<file path="src/rtl/hi_lo_muldiv_unit.sv">
// hi_lo_muldiv_unit
//   Write side of the HI/LO special registers. Executes MULT/MULTU/DIV/DIVU and
//   MTHI/MTLO issued from execute, holds HI/LO and drives them to the decode-stage
//   register-file mux. busy tells the hazard unit to stall MFHI/MFLO and further
//   HI/LO ops until the in-flight result has been committed.
//
// Ports
//   clk          in   1   rising-edge clock
//   rst_n        in   1   asynchronous active-low reset
//   start        in   1   op valid this cycle; accepted only while busy is low
//   op           in   3   0=MULT 1=MULTU 2=DIV 3=DIVU 4=MTHI 5=MTLO 6/7=no-op
//   operand_a    in   32  rs value (multiplicand / dividend / MTHI-MTLO source)
//   operand_b    in   32  rt value (multiplier / divisor)
//   cancel       in   1   pipeline flush: abort in-flight op, HI/LO untouched
//   busy         out  1   op in flight; HI/LO not yet valid for it
//   done         out  1   one-cycle pulse the cycle after a MULT/DIV commit
//   HI_data_reg  out  32  current HI
//   LO_data_reg  out  32  current LO

module hi_lo_muldiv_unit #(
  parameter int MULT_LATENCY = 4,
  parameter int DIV_CYCLES   = 33
) (
  input  logic        clk,
  input  logic        rst_n,
  input  logic        start,
  input  logic [2:0]  op,
  input  logic [31:0] operand_a,
  input  logic [31:0] operand_b,
  input  logic        cancel,
  output logic        busy,
  output logic        done,
  output logic [31:0] HI_data_reg,
  output logic [31:0] LO_data_reg
);

  localparam int MAX_CYCLES = (DIV_CYCLES > MULT_LATENCY) ? DIV_CYCLES : MULT_LATENCY;
  localparam int CNT_W      = $clog2(MAX_CYCLES + 1);

  localparam logic [2:0] OP_MULT  = 3'd0;
  localparam logic [2:0] OP_MULTU = 3'd1;
  localparam logic [2:0] OP_DIV   = 3'd2;
  localparam logic [2:0] OP_DIVU  = 3'd3;
  localparam logic [2:0] OP_MTHI  = 3'd4;
  localparam logic [2:0] OP_MTLO  = 3'd5;

  typedef enum logic [1:0] {
    IDLE     = 2'd0,
    MUL_BUSY = 2'd1,
    DIV_BUSY = 2'd2
  } state_e;

  state_e             state_q;
  logic [CNT_W-1:0]   counter_q;
  logic               busy_q;
  logic               done_q;
  logic [31:0]        hi_q;
  logic [31:0]        lo_q;
  logic [31:0]        opa_q;
  logic [31:0]        opb_q;
  logic               mulSigned_q;
  logic [31:0]        rem_q;
  logic [31:0]        quo_q;
  logic [31:0]        divisor_q;
  logic               negQuot_q;
  logic               negRem_q;
  logic               divZero_q;

  logic [63:0]        mulExtA;
  logic [63:0]        mulExtB;
  logic [63:0]        product_d;
  logic               aNeg;
  logic               bNeg;
  logic [32:0]        divShift;
  logic               divFits;
  logic [31:0]        remNext_d;
  logic [31:0]        quoNext_d;
  logic [31:0]        quoFinal;
  logic [31:0]        remFinal;

  // Datapath: the multiply is a multicycle path from the latched operands to the
  // commit edge. The divider shifts the dividend magnitude out of quo_q one bit per
  // iteration while quotient bits shift in from the bottom.
  always_comb begin
    mulExtA   = mulSigned_q ? {{32{opa_q[31]}}, opa_q} : {32'b0, opa_q};
    mulExtB   = mulSigned_q ? {{32{opb_q[31]}}, opb_q} : {32'b0, opb_q};
    product_d = mulExtA * mulExtB;

    aNeg = (op == OP_DIV) && operand_a[31];
    bNeg = (op == OP_DIV) && operand_b[31];

    divShift  = {rem_q, quo_q[31]};
    divFits   = (divShift >= {1'b0, divisor_q});
    // When the divisor fits, the true difference is below the divisor and so fits in 32 bits.
    remNext_d = divFits ? (divShift[31:0] - divisor_q) : divShift[31:0];
    quoNext_d = {quo_q[30:0], divFits};

    quoFinal = negQuot_q ? -quo_q : quo_q;
    remFinal = negRem_q  ? -rem_q : rem_q;
  end

  // Control FSM and all architectural state. cancel takes priority over both
  // acceptance and commit, so a flush never lets a result reach HI/LO.
  always_ff @(posedge clk or negedge rst_n) begin
    if (!rst_n) begin
      state_q     <= IDLE;
      counter_q   <= '0;
      busy_q      <= 1'b0;
      done_q      <= 1'b0;
      hi_q        <= '0;
      lo_q        <= '0;
      opa_q       <= '0;
      opb_q       <= '0;
      mulSigned_q <= 1'b0;
      rem_q       <= '0;
      quo_q       <= '0;
      divisor_q   <= '0;
      negQuot_q   <= 1'b0;
      negRem_q    <= 1'b0;
      divZero_q   <= 1'b0;
    end else begin
      done_q <= 1'b0;
      case (state_q)
        IDLE: begin
          if (start && !cancel) begin
            case (op)
              OP_MTHI: hi_q <= operand_a;
              OP_MTLO: lo_q <= operand_a;
              OP_MULT, OP_MULTU: begin
                opa_q       <= operand_a;
                opb_q       <= operand_b;
                mulSigned_q <= (op == OP_MULT);
                counter_q   <= CNT_W'(MULT_LATENCY - 1);
                busy_q      <= 1'b1;
                state_q     <= MUL_BUSY;
              end
              OP_DIV, OP_DIVU: begin
                // Magnitudes are divided; signs are restored on the commit edge.
                opa_q     <= operand_a;
                quo_q     <= aNeg ? -operand_a : operand_a;
                divisor_q <= bNeg ? -operand_b : operand_b;
                rem_q     <= '0;
                negQuot_q <= aNeg ^ bNeg;
                negRem_q  <= aNeg;
                divZero_q <= (operand_b == 32'd0);
                counter_q <= CNT_W'(DIV_CYCLES - 1);
                busy_q    <= 1'b1;
                state_q   <= DIV_BUSY;
              end
              default: ;
            endcase
          end
        end

        MUL_BUSY: begin
          if (cancel) begin
            counter_q <= '0;
            busy_q    <= 1'b0;
            state_q   <= IDLE;
          end else if (counter_q == '0) begin
            hi_q    <= product_d[63:32];
            lo_q    <= product_d[31:0];
            busy_q  <= 1'b0;
            done_q  <= 1'b1;
            state_q <= IDLE;
          end else begin
            counter_q <= counter_q - 1'b1;
          end
        end

        DIV_BUSY: begin
          if (cancel) begin
            counter_q <= '0;
            busy_q    <= 1'b0;
            state_q   <= IDLE;
          end else if (counter_q == '0) begin
            // Final cycle: sign fixup, or the fixed divide-by-zero result.
            if (divZero_q) begin
              hi_q <= opa_q;
              lo_q <= 32'hFFFF_FFFF;
            end else begin
              hi_q <= remFinal;
              lo_q <= quoFinal;
            end
            busy_q  <= 1'b0;
            done_q  <= 1'b1;
            state_q <= IDLE;
          end else begin
            rem_q     <= remNext_d;
            quo_q     <= quoNext_d;
            counter_q <= counter_q - 1'b1;
          end
        end

        default: begin
          counter_q <= '0;
          busy_q    <= 1'b0;
          state_q   <= IDLE;
        end
      endcase
    end
  end

  assign busy        = busy_q;
  assign done        = done_q;
  assign HI_data_reg = hi_q;
  assign LO_data_reg = lo_q;

endmodule
</file>
<file path="config.mk">
export PLATFORM = sky130hd
export DESIGN_NAME = hi_lo_muldiv_unit
export DESIGN_NICKNAME = d
export VERILOG_FILES = /design/src/rtl/hi_lo_muldiv_unit.sv
export SDC_FILE = /design/constraint.sdc
export NUM_CORES = 2
export LEC_CHECK = 0
export CELL_PAD_IN_SITES_DETAIL_PLACEMENT = 1
export CELL_PAD_IN_SITES_GLOBAL_PLACEMENT = 1
export CORE_UTILIZATION = 56
export CTS_BUF_LIST = sky130_fd_sc_hd__clkbuf_16
export DETAILED_ROUTE_END_ITERATION = 10
export PLACE_DENSITY = 0.93
export SYNTH_ARGS = -nofsm -noshare
export SYNTH_HDL_FRONTEND = slang
export SYNTH_SLANG_ARGS = --single-unit
</file>
<file path="constraint.sdc">
create_clock -name clk -period 15.8 [get_ports clk]
set_input_delay 3.16 -clock clk [delete_from_list [all_inputs] [get_ports clk]]
set_output_delay 3.16 -clock clk [all_outputs]
set_load 0.1 [all_outputs]
</file>
==> results.ini <==
[global_routing]
gr-usage-met1_pct=48.5
grt_pass1_wl_um=372000
met3_usage_pct=10.7
use_met2_pct=73.1
grt_max_degree=115
antenna_found_initial=17
gr-max-usage-layer=met2
grt_usage_pct=44.7
overflow=0
grt_pass1_vias=61300

[route]
num_vias=51800
drcViolationCount=0
antenna_left=0
drt-initial-drc-count=4378
drtPass1Iterations=5
drt-wirelength-per-cell_um=29.6
via_per_inst=6.24
drt_wl_total_um=246000

[worst_setup_path]
end_kind=flip-flop
crit_buf_inv=6
rrSetupSlack_ps=4470
cp_common_cell=fa_1
critPathTopFamily=adder cells
arrival_ps=11760
crit_required_ps=16240
path_class=reg2reg
crit_slowest_cell=fa_1
critPathMaxFanout=20
max_stage_delay_ps=1000
cp-start-kind=flip-flop

[clock_network]
post_cts_resized=0
cts_tree=built
clkSlewWorstSetupHoldPaths_ps=60
cts-htree-levels=1
clockRootBuffer=clkbuf_16
clock_latency_ps=580
numCtsBuffers=28
clkSinkCount=238
clockBufferDepth=3
ctsHoldBuffers=0
post_cts_buffers=0

[yosys]
synthDistinctLibCells=74
synth_fp_nets=8736
synth_top_area_share_pct=45.1
synth_seq_cells=238
synth_area_um2=63000
postSynthAreaPerCell_um2=9.14
ys_top_cells_by_area=fa_1, inv_1, dfrtp_1
yosys.area.top_type=fa_1
ys_async_sr_fraction_pct=100
synth_seq_area_share_pct=9.45
synth_edf_count=0
synthFlopType=dfrtp_1
ys_warn_count=0
synthesis.instances=6895

[sta]
period_needed_ps=11330
fin_crit_sh_pct=71.7
finalMaxSlewViolations=0
rsz0062_at_grt=no
setup_viol=0
fin_skew_ps=13.5
hold_viol_final=0
worstMarginPinSlew_ps=1240
fmax_mhz=88.3
relSlewSlack_pct=16.8
final.setup.tns_ps=0
fin_ws_ps=4470

[placed_design]
place_inst=8240
io_buffers=136
pre_cts_slack_ps=4670
hpwl_um=194000
gp_congestion=0.989

[die]
die-area_um2=114000
start_util_pct=56.7
coreArea_um2=111000
core.rowCount=122
die_h_um=338
io_pins=137
dieWidth_um=338

[job]
cap_violations=0

[cells_and_area]
nets=8623
drive_above_1_share_pct=3.66
final_common_cell=inv_1
fin_cells=8300
final_core_util_pct=59.9
n_fill_cell=12700
area_growth_pct=5.65
seqCellArea_um2=5970
multi_input_area_um2=49800
most-common-layout-cells=inv_1, fa_1, nand2_1

[hold_path]
hold_class=reg2reg

[status]
status=complete, no violations

==> worst reg2reg max path, stage by stage, from the launching register on <==
cell and delay (ps):
dfrtp_1 930, buf_4 410, nand2_1 230, fa_1 780, inv_1 160, fa_1 550, fa_1 1000, inv_1 360
fa_1 570, inv_1 60, fa_1 490, fa_1 520, fa_1 530, fa_1 510, fa_1 500, inv_1 60
fa_1 510, inv_1 50, ha_1 420, nand4_1 200, or3_1 350, a2111oi_0 780, nor3_1 270, o311ai_0 480
xor2_1 110, a221oi_1 290, a211oi_1 80
==> stage by stage <==
stage	hold WS (ps)	instance area [µm²]
6_report	482	66600
4_1_cts	483	66600
3_5_place_dp	470	65600
5_1_grt	504	66600
3_3_place_gp	459	65600
2_1_floorplan	450	63000
==> final cells by class <==
type,instances,area share (%)
Antenna cell,8,0.0301
Timing Repair Buffer,225,3.05
Tap cell,1488,2.80
Inverter,1595,8.99
Multi-Input combinational cell,4694,74.7
Clock buffer,29,1.09
Clock inverter,23,0.366
Sequential cell,238,8.96
==> layer usage <==
| metal | wire [µm] | part of all wire (%) |
|---|---|---|
| met5 | 74 | 0.030 |
| met4 | 25700 | 10 |
| met3 | 20900 | 8.5 |
| met2 | 118000 | 48 |
| met1 | 81300 | 33 |
==> worst paths after layout <==
check	to	startpoint	depth (start not counted)
worst max-delay path	HI_data_reg[27]	opb_q[4]	26
worst min-delay path	divisor_q[20]	divisor_q[20]	2
worst max register to register	HI_data_reg[27]	opb_q[4]	26
worst min register to register	divisor_q[20]	divisor_q[20]	2
max in group asynchronous	opb_q[11]	rst_n	3
min in group asynchronous	rem_q[24]	rst_n	1
==> synth_stat cells, types with 12 or more instances <==
cell,count
inv_1,1595
fa_1,1420
nand2_1,801
and2_1,575
clkbuf_1,351
ha_1,350
o21ai_0,266
dfrtp_1,238
a21oi_1,185
xnor2_1,164
nor2_1,162
xor2_1,91
mux2_2,66
o31ai_1,65
a21o_1,58
nand3_1,42
a211oi_1,33
nor3_1,31
and3_1,29
nand4_1,29
a31oi_1,25
or3_1,25
nand2b_1,24
o21bai_1,24
a221oi_1,20
o21a_1,19
o41ai_1,16
o311ai_0,15
buf_1,13
nor4_1,13
o211ai_1,12
==> logic make-up (layout without fill, tap and decap cells) <==
logic type	after synthesis	count (layout)	synth area share [%]
multiplexers	74	74	1.31
other	0	8	0
XOR/XNOR	255	255	3.54
flip-flops	238	238	9.45
adder cells (fa/ha/maj)	1772	1772	52.1
AO/OA/AOI/OAI	808	808	8.04
buffers and inverters	1963	1872	11.7
AND/OR/NAND/NOR	1785	1785	13.9
Power is not shown: default switching activity piles up to over one toggle a cycle in this logic, so the estimate is an artifact.
